<file path="src/rtl/fetch_unit.sv">
// Instruction-fetch stage: drives instruction memory, fills IF/ID, and feeds the PC register.
// Optional performance counters are enabled with `define FETCH_PERF_CNT_EN.
module fetch_unit #(
    parameter int                   WORD_SIZE = 16,
    parameter logic [WORD_SIZE-1:0] RESET_PC  = '0
) (
    input  logic                 clk,
    input  logic                 reset_n,
    input  logic [WORD_SIZE-1:0] pc_cur,
    output logic [WORD_SIZE-1:0] pc_next,
    output logic                 pc_update,
    output logic                 mem_read,
    output logic [WORD_SIZE-1:0] mem_addr,
    input  logic [WORD_SIZE-1:0] mem_data,
    input  logic                 mem_ready,
    input  logic                 stall,
    input  logic                 flush,
    input  logic [WORD_SIZE-1:0] redirect_pc,
    output logic                 if_id_valid,
    output logic [WORD_SIZE-1:0] if_id_instr,
    output logic [WORD_SIZE-1:0] if_id_pc,
    output logic [WORD_SIZE-1:0] if_id_pc_plus1
`ifdef FETCH_PERF_CNT_EN
   ,output logic [31:0]          fetch_count,
    output logic [31:0]          bubble_count
`endif
);

    localparam logic [WORD_SIZE-1:0] ONE = {{(WORD_SIZE-1){1'b0}}, 1'b1};

    typedef enum logic [1:0] {IDLE, REQ, HOLD, DRAIN} state_t;

    state_t               state_q, state_d;
    logic [WORD_SIZE-1:0] req_addr_q, req_addr_d;
    logic [WORD_SIZE-1:0] hold_instr_q, hold_instr_d;
    logic [WORD_SIZE-1:0] hold_pc_q, hold_pc_d;
    logic                 if_id_valid_q, if_id_valid_d;
    logic [WORD_SIZE-1:0] if_id_instr_q, if_id_instr_d;
    logic [WORD_SIZE-1:0] if_id_pc_q, if_id_pc_d;
    logic [WORD_SIZE-1:0] if_id_pc_plus1_q, if_id_pc_plus1_d;
    logic [WORD_SIZE-1:0] req_addr_plus1;
    logic [WORD_SIZE-1:0] hold_pc_plus1;

    assign req_addr_plus1 = req_addr_q + ONE;
    assign hold_pc_plus1  = hold_pc_q + ONE;

    always_comb begin
        state_d          = state_q;
        req_addr_d       = req_addr_q;
        hold_instr_d     = hold_instr_q;
        hold_pc_d        = hold_pc_q;
        if_id_valid_d    = if_id_valid_q;
        if_id_instr_d    = if_id_instr_q;
        if_id_pc_d       = if_id_pc_q;
        if_id_pc_plus1_d = if_id_pc_plus1_q;
        pc_next          = pc_cur;
        pc_update        = 1'b0;

        case (state_q)
            IDLE: begin
                state_d = REQ;
                if (flush) begin
                    pc_update  = 1'b1;
                    pc_next    = redirect_pc;
                    req_addr_d = redirect_pc;
                end else begin
                    req_addr_d = pc_cur;
                end
            end
            REQ: begin
                if (flush) begin
                    pc_update     = 1'b1;
                    pc_next       = redirect_pc;
                    if_id_valid_d = 1'b0;
                    if (mem_ready) begin
                        req_addr_d = redirect_pc;
                    end else begin
                        state_d = DRAIN;
                    end
                end else if (mem_ready && !stall) begin
                    if_id_valid_d    = 1'b1;
                    if_id_instr_d    = mem_data;
                    if_id_pc_d       = req_addr_q;
                    if_id_pc_plus1_d = req_addr_plus1;
                    pc_next          = req_addr_plus1;
                    pc_update        = 1'b1;
                    req_addr_d       = req_addr_plus1;
                end else if (mem_ready) begin
                    hold_instr_d = mem_data;
                    hold_pc_d    = req_addr_q;
                    state_d      = HOLD;
                end else if (!stall) begin
                    if_id_valid_d = 1'b0;
                end
            end
            HOLD: begin
                if (flush) begin
                    if_id_valid_d = 1'b0;
                    pc_update     = 1'b1;
                    pc_next       = redirect_pc;
                    req_addr_d    = redirect_pc;
                    state_d       = REQ;
                end else if (!stall) begin
                    if_id_valid_d    = 1'b1;
                    if_id_instr_d    = hold_instr_q;
                    if_id_pc_d       = hold_pc_q;
                    if_id_pc_plus1_d = hold_pc_plus1;
                    pc_next          = hold_pc_plus1;
                    pc_update        = 1'b1;
                    req_addr_d       = hold_pc_plus1;
                    state_d          = REQ;
                end
            end
            DRAIN: begin
                if (flush) begin
                    pc_update = 1'b1;
                    pc_next   = redirect_pc;
                end
                // A flush landing on the drain's final cycle has not reached pc_cur yet.
                if (mem_ready) begin
                    req_addr_d = flush ? redirect_pc : pc_cur;
                    state_d    = REQ;
                end
            end
            default: state_d = IDLE;
        endcase

        if (!reset_n) begin
            pc_update = 1'b0;
        end
    end

    always_ff @(posedge clk) begin
        if (!reset_n) begin
            state_q          <= IDLE;
            req_addr_q       <= '0;
            hold_instr_q     <= '0;
            hold_pc_q        <= '0;
            if_id_valid_q    <= 1'b0;
            if_id_instr_q    <= '0;
            if_id_pc_q       <= RESET_PC;
            if_id_pc_plus1_q <= RESET_PC + ONE;
        end else begin
            state_q          <= state_d;
            req_addr_q       <= req_addr_d;
            hold_instr_q     <= hold_instr_d;
            hold_pc_q        <= hold_pc_d;
            if_id_valid_q    <= if_id_valid_d;
            if_id_instr_q    <= if_id_instr_d;
            if_id_pc_q       <= if_id_pc_d;
            if_id_pc_plus1_q <= if_id_pc_plus1_d;
        end
    end

    assign mem_read       = (state_q == REQ) || (state_q == DRAIN);
    assign mem_addr       = req_addr_q;
    assign if_id_valid    = if_id_valid_q;
    assign if_id_instr    = if_id_instr_q;
    assign if_id_pc       = if_id_pc_q;
    assign if_id_pc_plus1 = if_id_pc_plus1_q;

`ifdef FETCH_PERF_CNT_EN
    logic [31:0] fetch_count_q, fetch_count_d;
    logic [31:0] bubble_count_q, bubble_count_d;
    logic        fetch_inc;
    logic        bubble_inc;

    always_comb begin
        fetch_inc = ((state_q == REQ) && !flush && mem_ready && !stall) ||
                    ((state_q == HOLD) && !flush && !stall);
        bubble_inc = !if_id_valid_d &&
                     ((state_q == REQ) || (state_q == DRAIN) || ((state_q == HOLD) && flush));
        fetch_count_d  = fetch_count_q + (fetch_inc ? 32'd1 : 32'd0);
        bubble_count_d = bubble_count_q + (bubble_inc ? 32'd1 : 32'd0);
    end

    always_ff @(posedge clk) begin
        if (!reset_n) begin
            fetch_count_q  <= '0;
            bubble_count_q <= '0;
        end else begin
            fetch_count_q  <= fetch_count_d;
            bubble_count_q <= bubble_count_d;
        end
    end

    assign fetch_count  = fetch_count_q;
    assign bubble_count = bubble_count_q;
`endif

endmodule

</file>
<file path="config.mk">
export PLATFORM = sky130hd
export DESIGN_NAME = fetch_unit
export DESIGN_NICKNAME = d
export VERILOG_FILES = /design/src/rtl/fetch_unit.sv
export SDC_FILE = /design/constraint.sdc
export NUM_CORES = 1
export LEC_CHECK = 0
export ABC_AREA = 1
export BUFFER_PORTS_ARGS = -buffer_cell sky130_fd_sc_hd__buf_2
export CORE_MARGIN = 1.5
export CORE_UTILIZATION = 32
export CTS_BUF_LIST = sky130_fd_sc_hd__clkbuf_8
export DETAILED_ROUTE_END_ITERATION = 7
export GPL_TIMING_DRIVEN = 0
export MAX_ROUTING_LAYER = met4
export SLEW_MARGIN = 10
export SYNTH_ARGS = -nofsm -noshare
export SYNTH_HDL_FRONTEND = slang
export SYNTH_SLANG_ARGS = --single-unit
</file>
<file path="constraint.sdc">
create_clock -name clk -period 4.24 [get_ports clk]
set_input_delay 0.212 -clock clk [delete_from_list [all_inputs] [get_ports clk]]
set_output_delay 0.212 -clock clk [all_outputs]
set_load 0.02 [all_outputs]
</file>
==> summary.md, run 1 <==
| Metric | Value |
|---|---|
| Switching portion of total power | `a little under half` |
| Primary FF master, synth | `dfxtp_1` |
| Setup TNS Final | `0 ns` |
| PortBufs | `between 100 and 150` |
| TritonCTS Buffers | `9` |
| Hold depth | `3` |
| Post-synth EDFFs | `0` |
| Worst Clk Skew | `roughly 0.016 ns` |
| Most frequent cells in the layout | `nand2_1, buf_2, dfxtp_1` |
| Final Max Slew Viols | `0` |
| Final nets | `about 1,100` |
| Maximum clock frequency | `between 300 and 400 MHz` |
| Total Routing Usage GR | `between 20% and 30%` |
| Largest net degree at the start of global routing | `20` |
| Sequential power share | `around two fifths` |
| Syn_area_per_cell | `between 6 and 7 µm²` |
| WL per Instance | `~19 µm` |
| # hold bufs at CTS | `0` |
| CTS resizes | `0` |
| Worst r2r src | `state_q[0]` |
| Multi-input gate area | `approximately 0.0034 mm²` |
| Grt ovf | `0` |
| # DRC | `6` |
| Gp weighted congestion | `just under 1` |
| Commonest non-fill, non-tap cell in the layout | `nand2_1` |
| Seq/Total Area, Yosys | `between 30% and 40%` |
| H-tree lvl count | `3` |
| RSZ-0062 raised after global routing | `false` |
| Pre-Repair DR Iteration Count | `7` |
| Pwr/cell area | `between 400 and 500 mW/mm²` |
| Worst-Skew Late Latency | `0.40 ns` |
| FF/Latch Area | `approximately 0.0020 mm²` |
| Final Setup Violations | `0` |
| Post-Route Utilization | `39.3%` |
| Area of the die | `0.0195 mm²` |
| Routed Antenna Nets | `0` |
| Die Width | `140 µm` |
| Vias in the first global route | `between 6,000 and 7,000` |
| Min-delay src | `mem_data[13]` |
| Sink Count | `99` |
| Worst slew margin | `44.0%` |
| Worst Path Max Fanout | `10` |
| Initial Util | `between 30% and 40%` |
| Max clock buf depth | `2` |
| Layout area overhead | `19.2%` |
| # diodes | `0` |
| Depth of the most critical reg-to-reg path | `8` |
| First-pass GRT wire length | `roughly 38 mm` |
| Critical path data arrival time | `around 2.9 ns` |
| Final worst path period need | `around 3.1 ns` |
| Worst setup path start | `state_q[0]` |
| Distinct cell type count after synthesis | `39` |
| Share of layout cells above drive strength 1 | `18.3%` |
| Reg clk slew, reported paths | `0.11 ns` |
| Die Y | `between 100 and 150 µm` |
| Post-DP HPWL | `about 19 mm` |
| Slew @ Worst Pin | `0.840 ns` |
| Rows | `49` |
| Worst path required time | `between 4 and 5 ns` |
| Iter 0 DRT Violations | `763` |
| Psw | `~1.5 mW` |
| Status | `complete, but fails checks` |
| Top Ports | `136` |
| Syn Nets | `roughly 1,000` |
| Combinational share of power | `41.4%` |
| Max Cap Violations | `0` |
| Vias/cell | `about 5.4` |
| Post CTS Setup Buffer Count | `0` |
| Tcrit/Tclk final | `between 70% and 80%` |
| Fill count | `between 2,000 and 2,500` |
| Hold WC Path Type | `in2reg` |
| Int Pwr | `roughly 1.7 mW` |
| Vias | `approximately 7,100` |
| Post-Syn Instances | `between 900 and 1,000` |
| Failing checks | `DRC` |
| Setup CP Type | `reg2out` |
| Initial antenna violation count | `0` |
| Post-Route WL | `~25 mm` |
| Post-synthesis cell area | `0.00599 mm²` |
| CP Launch Type | `register` |
| Yosys warns | `0` |
| CTS tree | `built` |
| Leakage | `between 3 and 4 nW` |
| Root Buffer | `clkbuf_8` |
| Core box area | `between 0.015 and 0.02 mm²` |
| Clock share of power | `19.7%` |
| Fraction of registers with async set/reset | `0%` |
| Peak VDD IR | `between 0.2 and 0.3 mV` |
| Hold Vio Cnt, Final | `0` |
| Critical path capture point type | `output pin` |
| Seq cells post-synth | `99` |
## final cells by class
type                    count  area share [%]
repair buffers            134            9.40
plain buffers              57            3.47
well taps                 229            4.01
clock inverters             7           0.929
inverters                  87            4.58
flip-flops and latches     99            27.8
clock buffers               9            1.74
multi-input cells         695            48.1
## layer usage
layer | vias up | GRT usage [%] | part of all wire [%]
li1 | 3452 | - | -
met1 | 3311 | 34.5 | 44
met2 | 306 | 40.3 | 45
met3 | 60 | 4.78 | 8.1
met4 | 0 | 9.58 | 3.3
met5 | - | - | 0
## registers in the layout, summed over array words and instances, names as in the netlist
signal / cells
if_id_pc_plus1: 16
if_id_instr: 16
hold_pc_q: 16
state_q: 2
if_id_pc: 16
if_id_valid: 1
hold_instr_q: 16
mem_addr: 16
## final timing paths
path | end | slack, ns
max | pc_next[9] | 1.15
min | if_id_instr[13] | 0.08
min reg2reg | hold_instr_q[6] | 0.45
max reg2reg | mem_addr[9] | 1.58
## logic make-up (layout without fill, tap and decap cells)
kind of cell             Yosys count  count (layout)  synth area share, %
adder cells (fa/ha/maj)            5               5                 1.04
AND/OR/NAND/NOR                  392             392                 27.4
flip-flops                        99              99                 33.1
AO/OA/AOI/OAI                    284             284                 26.8
buffers and inverters            144             294                 9.59
XOR/XNOR                          14              14                 2.05
## power groups by stage
| stage | Clock [mW] | Combinational [mW] | Sequential [mW] |
|---|---|---|---|
| final | 0.624 | 1.31 | 1.23 |
| after global routing | 0.673 | 1.42 | 1.25 |
| after CTS | 0.637 | 1.30 | 1.23 |
| after detailed placement | 0 | 1.29 | 1.25 |
| after global placement | 0 | 1.29 | 1.25 |
| after floorplan | 0 | 0.671 | 1.36 |
## synth_stat cells, types with 6 or more instances
cell	instances	area share [%]
a31oi_1	38	4.0
o21ai_1	74	6.2
nand3_1	48	4.0
nor3_1	8	0.67
o211ai_1	26	3.3
nand2_1	252	16
inv_1	76	4.8
dfxtp_1	99	33
xor2_1	9	1.3
nand4_1	6	0.63
o22ai_1	11	1.1
inv_2	11	0.69
buf_2	21	1.8
a21oi_1	69	5.8
clkbuf_1	30	1.9
nor2_1	59	3.7
o21ai_0	48	4.0
## per-stage QoR
stage | setup slack [ns] | instances | power [mW] | area, µm² | hold WS (ns)
4_1_cts | 1.19 | 1317 | 3.16 | 7140 | 0.0658
3_3_place_gp | 1.67 | 1301 | 2.54 | 6950 | 0.433
5_1_grt | 0.958 | 1317 | 3.33 | 7140 | 0.0643
3_5_place_dp | 1.62 | 1301 | 2.54 | 6950 | 0.437
6_report | 1.15 | 1317 | 3.16 | 7140 | 0.0776
2_1_floorplan | 2.12 | 938 | 2.03 | 5990 | 0.374
## critical path, stage by stage, from the launching register on
cell and delay [ns]:
dfxtp_1 0.34, inv_1 0.08, ha_1 0.13, buf_2 0.23
clkbuf_1 0.46, clkbuf_1 0.69, nand2_1 0.12, a21boi_1 0.22
buf_2 0.20
No activity file was read; power rests on OpenSTA's default activity.
==> inputs of run 2 (changes only) <==
--- a/config.mk
+++ b/config.mk
@@ -5,7 +5,7 @@
 export SDC_FILE = /design/constraint.sdc
 export NUM_CORES = 1
 export LEC_CHECK = 0
-export ABC_AREA = 1
+export ABC_AREA = 0
 export BUFFER_PORTS_ARGS = -buffer_cell sky130_fd_sc_hd__buf_2
 export CORE_MARGIN = 1.5
 export CORE_UTILIZATION = 32
==> constraint.sdc (replaced) <==
create_clock -name clk -period 3.1 [get_ports clk]
set_input_delay 0.155 -clock clk [delete_from_list [all_inputs] [get_ports clk]]
set_output_delay 0.155 -clock clk [all_outputs]
set_load 0.02 [all_outputs]
==> run 2 against run 1 <==
The flow now finishes without violations. Global-route usage grew 0.26 points. Sequential share of layout area shrank 1.6 points. Non-clock buffer count grew 19. Synthesized area grew 5.5%. Final area grew 6.0%. Largest power group unchanged.
==> summary.md, run 2 <==
| Metric | Value |
|---|---|
| H-tree lvl count | `3 (unchanged)` |
| Largest cells by area after synthesis | `dfxtp_1, nand2_1, mux2i_1 (was dfxtp_1, nand2_1, o21ai_1)` |
| Top cell type's share of synthesized area | `31.4% (was 33.1%)` |
| Complex-gate fraction of the synthesized area | `27.4% (was 26.8%)` |
| Vias/cell | `5.68 (was 5.41)` |
| Gp weighted congestion | `1.01 (was 0.968)` |
| Slew @ Worst Pin | `0.816 ns (was 0.840 ns)` |
| Top cells by count, synth | `nand2_1, dfxtp_1, a21oi_1 (was nand2_1, dfxtp_1, inv_1)` |
| TritonCTS Buffers | `9 (unchanged)` |
| Initial antenna violation count | `1 (was 0)` |
| Maximum clock frequency | `~340 MHz` |
| Pre-Repair DR Iteration Count | `7 (unchanged)` |
| Seq/Total Area, Yosys | `31.4% (was 33.1%)` |
| Iter 0 DRT Violations | `872 (was 763)` |
| Grt ovf | `0 (unchanged)` |
| Fraction of registers with async set/reset | `0% (unchanged)` |
| Hold Vio Cnt, Final | `0 (unchanged)` |
| Seq cells post-synth | `99 (unchanged)` |
| Post-synthesis cell area | `0.00632 mm² (was 0.00599 mm²)` |
| First-pass GRT wire length | `39.3 mm (was 37.9 mm)` |
| Status | `completed (was complete, but fails checks)` |
| Die Width | `144 µm (was 140 µm)` |
| Fill count | `2,130 (was 2,018)` |
| CTS tree | `built (unchanged)` |
| Critical path data arrival time | `2.79 ns (was 2.88 ns)` |
| Post-DP HPWL | `20.1 mm (was 19.0 mm)` |
| Reg clk slew, reported paths | `0.10 ns (was 0.11 ns)` |
| Post-Syn Instances | `825 (was 938)` |
| Post CTS Setup Buffer Count | `0 (unchanged)` |
| Syn_area_per_cell | `7.66 µm² (was 6.39 µm²)` |
| Initial Util | `32.6% (was 33.0%)` |
| Setup TNS Final | `0 ns (unchanged)` |
| Largest net degree at the start of global routing | `20 (unchanged)` |
| Rows | `51 (was 49)` |
| Total Routing Usage GR | `26.5% (was 26.3%)` |
| Worst Clk Skew | `0.0198 ns (was 0.0163 ns)` |
| CP Launch Type | `register (unchanged)` |
| Area of the die | `0.0206 mm² (was 0.0195 mm²)` |
| Post-Route WL | `26.4 mm (was 25.3 mm)` |
| Primary FF master, synth | `dfxtp_1 (unchanged)` |
| WL per Instance | `21.3 µm (was 19.2 µm)` |
| Post-synth EDFFs | `0 (unchanged)` |
| Share of layout cells above drive strength 1 | `22.5% (was 18.3%)` |
| Critical path capture point type | `output pin (unchanged)` |
| Vias | `7,052 (was 7,129)` |
| Final nets | `1,030 (was 1,141)` |
| WL met3 | `2.37 mm (was 2.05 mm)` |
| Commonest non-fill, non-tap cell in the layout | `buf_2 (was nand2_1)` |
| Depth of the most critical reg-to-reg path | `7 (was 8)` |
| Worst path required time | `2.94 ns (was 4.03 ns)` |
| # DRC | `0 (was 6)` |
| Most frequent cells in the layout | `buf_2, nand2_1, dfxtp_1 (was nand2_1, buf_2, dfxtp_1)` |
| Hold WC Path Type | `in2reg (unchanged)` |
| Hold slack | `0.00501 ns (was 0.0776 ns)` |
| Top Ports | `136 (unchanged)` |
| Final Setup Violations | `0 (unchanged)` |
| Leakage | `2.99 nW (was 3.12 nW)` |
| Final worst path period need | `2.94 ns` |
| Xor/xnor share of the synthesized area | `3.86% (was 2.05%)` |
| Mux share of post-synthesis cell area | `7.70% (was 0%)` |
| Synth Area in Adders | `0.990% (was 1.04%)` |
| Sink Count | `99 (unchanged)` |
| RSZ-0062 raised after global routing | `false (unchanged)` |
| Worst slew margin | `45.4% (was 44.0%)` |
| Worst-Skew Late Latency | `0.40 ns (about the same)` |
| Layout area overhead | `19.7% (was 19.2%)` |
| Final Non-Filler Cells | `1,242 (was 1,317)` |
| Post-synthesis simple-gate area fraction | `22.3% (was 27.4%)` |
| Hold depth | `3 (unchanged)` |
| DR top layer | `met4 (unchanged)` |
| Vias in the first global route | `6,593 (was 6,507)` |
| Syn Nets | `883 (was 996)` |
| Yosys warns | `0 (unchanged)` |
| Setup CP Type | `reg2out (unchanged)` |
| Final Max Slew Viols | `0 (unchanged)` |
| Cell taking the most area after synthesis | `dfxtp_1 (unchanged)` |
| Pwr/cell area | `546 mW/mm² (was 443 mW/mm²)` |
| Peak VDD IR | `0.256 mV (was 0.251 mV)` |
| Distinct cell type count after synthesis | `78 (was 39)` |
| M1 WL | `11.3 mm (was 11.0 mm)` |
| Largest family of logic cells by synthesized area | `compound AO/OA/AOI/OAI gates (was simple AND/OR/NAND/NOR gates)` |
| Root Buffer | `clkbuf_8 (unchanged)` |
| Tcrit/Tclk final | `a little over nine tenths` |
| Worst Path Max Fanout | `7 (was 10)` |
| Core box area | `0.0194 mm² (was 0.0181 mm²)` |
| Placed cell count | `1,223 (was 1,301)` |
| Die Y | `144 µm (was 140 µm)` |
| Most common cell in the netlist | `nand2_1 (unchanged)` |
| PortBufs | `133 (was 134)` |
| Max clock buf depth | `2 (unchanged)` |
| Routed Antenna Nets | `0 (unchanged)` |
| Met2 WL | `11.6 mm (was 11.4 mm)` |
| Max Cap Violations | `0 (unchanged)` |
run 2: worst max-delay path, cell delays in order, from the launching register on:
cell and delay [ns]:
dfxtp_1 0.65, nand3_4 0.23, nor4_2 0.39, xor2_1 0.39, a21oi_1 0.13, a211oi_1 0.36
buf_2 0.24
run 2: cell type report:
type	instances	area, µm²	share of cell area [%]
Clock buffer	10	138	1.82
Multi-Input combinational cell	635	3930	52.0
Sequential cell	99	1980	26.2
Timing Repair Buffer	138	716	9.46
Inverter	17	63.8	0.843
Antenna cell	1	2.50	0.0331
Buffer	72	335	4.43
Tap cell	265	332	4.38
Clock inverter	5	62.6	0.827
run 2: final timing paths:
check	end	from	slack [ns]
worst max-delay path	pc_next[15]	mem_addr[9]	0.16
worst min-delay path	hold_instr_q[3]	mem_data[3]	0.005
worst max register to register	hold_pc_q[9]	state_q[1]	0.65
worst min register to register	hold_instr_q[15]	hold_instr_q[15]	0.46
run 2: logic make-up (layout without fill, tap and decap cells):
group                    count (synthesis)  after routing
AND/OR/NAND/NOR                        299            299
AO/OA/AOI/OAI                          256            256
flip-flops                              99             99
buffers and inverters                   91            242
multiplexers                            48             48
XOR/XNOR                                27             27
adder cells (fa/ha/maj)                  5              5
other                                    0              1
run 2: what timing repair did:
action	CTS	global route
hold buffers	5	0
setup endpoints to repair	1	6
resized for setup	0	4
hold endpoints to repair	5	0
run 2: metal layers:
layer | vias to the layer above | track usage [%]
met5 | - | -
met4 | 0 | 12.4
met1 | 3317 | 35.5
met2 | 371 | 38.6
li1 | 3283 | -
met3 | 81 | 4.87
run 2: per-stage QoR:
| stage | instance area, µm² | utilization, % | total power, mW | setup WS, ns |
|---|---|---|---|---|
| 2_1_floorplan | 6320 | - | 2.60 | 0.809 |
| 6_report | 7570 | 39.0 | 4.13 | 0.159 |
| 3_3_place_gp | 7320 | 37.7 | 3.23 | 0.406 |
| 3_5_place_dp | 7320 | 37.7 | 3.23 | 0.412 |
| 5_1_grt | 7570 | 39.0 | 4.33 | 0.0223 |
| 4_1_cts | 7560 | 39.0 | 4.11 | 0.0987 |
run 2: power breakdown:
group / switching [mW] / total [mW] / leakage (nW) / internal [mW]
combinational: 1.13 / 1.67 / 2.08 / 0.545
clock: 0.508 / 0.907 / 0.106 / 0.399
sequential: 0.131 / 1.55 / 0.810 / 1.42
==> inputs of run 3 (changes only) <==
--- a/config.mk
+++ b/config.mk
@@ -13,6 +13,7 @@
 export DETAILED_ROUTE_END_ITERATION = 7
 export GPL_TIMING_DRIVEN = 0
 export MAX_ROUTING_LAYER = met4
+export RECOVER_POWER = 50
 export SLEW_MARGIN = 10
 export SYNTH_ARGS = -nofsm -noshare
 export SYNTH_HDL_FRONTEND = slang
==> run 3 against run 2 <==
Combinational power fell by 2%. Hold slack is essentially flat. Non-clock buffer count unchanged. Clock skew decreased by 0.0068 ns. First-iteration DRC count is 2.1% lower.
==> summary.md, run 3 (synthesis gave the netlist of run 2 again) <==
| Metric | Value |
|---|---|
| Status | `completed (unchanged)` |
| Sink Count | `99 (unchanged)` |
| Critical path data arrival time | `2.77 ns (was 2.79 ns)` |
| Iter 0 DRT Violations | `854 (was 872)` |
| Worst Clk Skew | `0.0130 ns (was 0.0198 ns)` |
| TritonCTS Buffers | `9 (unchanged)` |
| Vias in the first global route | `6,593 (unchanged)` |
| Switching portion of total power | `43.2% (was 42.8%)` |
| Busiest grt layer | `met2 (unchanged)` |
| Grt ovf | `0 (unchanged)` |
| Setup TNS Final | `0 ns (unchanged)` |
| Critical path capture point type | `output pin (unchanged)` |
| Final nets | `1,030 (unchanged)` |
| Worst slew margin | `27.4% (was 45.4%)` |
| Worst-Skew Late Latency | `0.40 ns (about the same)` |
| Int Pwr | `2.32 mW (was 2.37 mW)` |
| Post-Route WL | `26.6 mm (was 26.4 mm)` |
| Worst path required time | `2.94 ns (about the same)` |
| First-pass GRT wire length | `39.3 mm (unchanged)` |
| Final worst path period need | `2.93 ns (was 2.94 ns)` |
| Combinational share of power | `39.9% (was 40.5%)` |
| Pwr/cell area | `548 mW/mm² (was 546 mW/mm²)` |
| Leakage | `2.72 nW (was 2.99 nW)` |
| CP Launch Type | `register (unchanged)` |
| Max Cap Violations | `0 (unchanged)` |
| Reg clk slew, reported paths | `0.10 ns (about the same)` |
| Slew @ Worst Pin | `1.08 ns (was 0.816 ns)` |
| Hold Vio Cnt, Final | `0 (unchanged)` |
| Worst setup path start | `hold_pc_q[0] (was mem_addr[9])` |
| Psw | `1.77 mW (about the same)` |
| Top Ports | `136 (unchanged)` |
| Vias | `7,095 (was 7,052)` |
| Grt met1 use | `35.5% (unchanged)` |
| Met2 Usage GRT | `38.6% (unchanged)` |
| Die Width | `144 µm (unchanged)` |
| Depth of the most critical reg-to-reg path | `7 (unchanged)` |
| PortBufs | `133 (unchanged)` |
| Hold depth | `3 (unchanged)` |
| Initial antenna violation count | `1 (unchanged)` |
| Clock share of power | `22.0% (was 21.9%)` |
| Routed Antenna Nets | `0 (unchanged)` |
| Setup CP Type | `reg2out (unchanged)` |
| Worst r2r src | `state_q[1] (unchanged)` |
| Layout area overhead | `18.1% (was 19.7%)` |
| Most frequent cells in the layout | `nand2_1, buf_2, dfxtp_1 (was buf_2, nand2_1, dfxtp_1)` |
| Max clock buf depth | `2 (unchanged)` |
| Post-DP HPWL | `20.1 mm (unchanged)` |
| Rows | `51 (unchanged)` |
| CTS tree | `built (unchanged)` |
| Root Buffer | `clkbuf_8 (unchanged)` |
| Maximum clock frequency | `342 MHz (was 340 MHz)` |
| WL per Instance | `21.4 µm (was 21.3 µm)` |
| Met3 Usage GRT | `4.87% (unchanged)` |
| RSZ-0062 raised after global routing | `false (unchanged)` |
| Sequential power share | `38.1% (was 37.6%)` |
| Hold slack | `0.00480 ns (was 0.00501 ns)` |
| Fill count | `2,152 (was 2,130)` |
| # DRC | `0 (unchanged)` |
| H-tree lvl count | `3 (unchanged)` |
| Min-delay src | `mem_data[3] (unchanged)` |
| Die Y | `144 µm (unchanged)` |
| Gp weighted congestion | `1.01 (unchanged)` |
| Final Setup Violations | `0 (unchanged)` |
| Pre-Repair DR Iteration Count | `6 (was 7)` |
| Commonest non-fill, non-tap cell in the layout | `nand2_1 (was buf_2)` |
| Post-Route Utilization | `38.5% (was 39.0%)` |
| Vias/cell | `5.71 (was 5.68)` |
| Largest net degree at the start of global routing | `20 (unchanged)` |
| Pwr Total | `4.09 mW (was 4.13 mW)` |
| Area of the die | `0.0206 mm² (unchanged)` |
| Worst Path Max Fanout | `7 (unchanged)` |
| Hold WC Path Type | `in2reg (unchanged)` |
| Share of layout cells above drive strength 1 | `15.1% (was 22.5%)` |
| Total Routing Usage GR | `26.5% (unchanged)` |
| Final Max Slew Viols | `0 (unchanged)` |
| Tcrit/Tclk final | `94.4% (was 94.9%)` |
| Initial Util | `32.6% (unchanged)` |
| Peak VDD IR | `0.256 mV (about the same)` |
| Core box area | `0.0194 mm² (unchanged)` |
run 3: changes by cell type in the layout (fill, tap and decap cells not counted):
cell	delta
a21oi_1	+2
a21oi_2	-2
buf_2	-69
clkbuf_1	+69
nand2_1	+1
nand2_2	-1
nor3_1	+1
nor3_2	-1
run 3: path summary, 6_finish.rpt:
kind / endpoint / slack [ns]
setup / recovery: pc_next[12] / 0.17
hold / removal: hold_instr_q[3] / 0.005
setup reg to reg: hold_pc_q[9] / 0.36
hold reg to reg: hold_instr_q[15] / 0.46
run 3: critical path, stage by stage, from the launching register on:
cell      delay (ns)
dfxtp_1         0.52
ha_1            0.26
and4_1          0.19
buf_2           0.18
nand3_1         0.11
xnor2_1         0.59
o21bai_1        0.13
a31oi_1         0.20
buf_2           0.19
run 3: area by class of cell:
type / count / area, µm² / area share, %
repair buffers: 138 / 636 / 8.51
diodes: 1 / 2.50 / 0.0335
inverters: 17 / 63.8 / 0.855
flip-flops and latches: 99 / 1980 / 26.6
clock inverters: 5 / 62.6 / 0.838
clock buffers: 10 / 138 / 1.84
multi-input cells: 635 / 3920 / 52.5
plain buffers: 72 / 329 / 4.41
well taps: 265 / 332 / 4.44
run 3: through the flow:
| stage | std cells | area [µm²] | setup WS [ns] |
|---|---|---|---|
| 4_1_cts | 1242 | 7560 | 0.0987 |
| 6_report | 1242 | 7460 | 0.174 |
| 5_1_grt | 1242 | 7460 | 0.0223 |
| 2_1_floorplan | 825 | 6320 | 0.809 |
| 3_5_place_dp | 1223 | 7320 | 0.412 |
| 3_3_place_gp | 1223 | 7320 | 0.406 |
run 3: timing repair:
item                       4_1_cts  5_1_grt
pin swaps                        0        0
hold endpoints to repair         5        0
buffers inserted                 0        0
setup endpoints to repair        1        6
gates resized for setup          0        4
hold buffers                     5        0
run 3: power by group through the flow:
stage	clock network [mW]	logic (mW)	registers (mW)
2_1_floorplan	0	0.885	1.72
3_3_place_gp	0	1.65	1.58
3_5_place_dp	0	1.64	1.58
4_1_cts	0.911	1.65	1.55
5_1_grt	0.960	1.75	1.58
6_report	0.900	1.63	1.56
run 3: layer usage:
layer,wire (µm),vias up
li1,-,3290
met1,11600,3301
met2,11500,422
met3,2420,82
met4,1130,0
met5,0,-
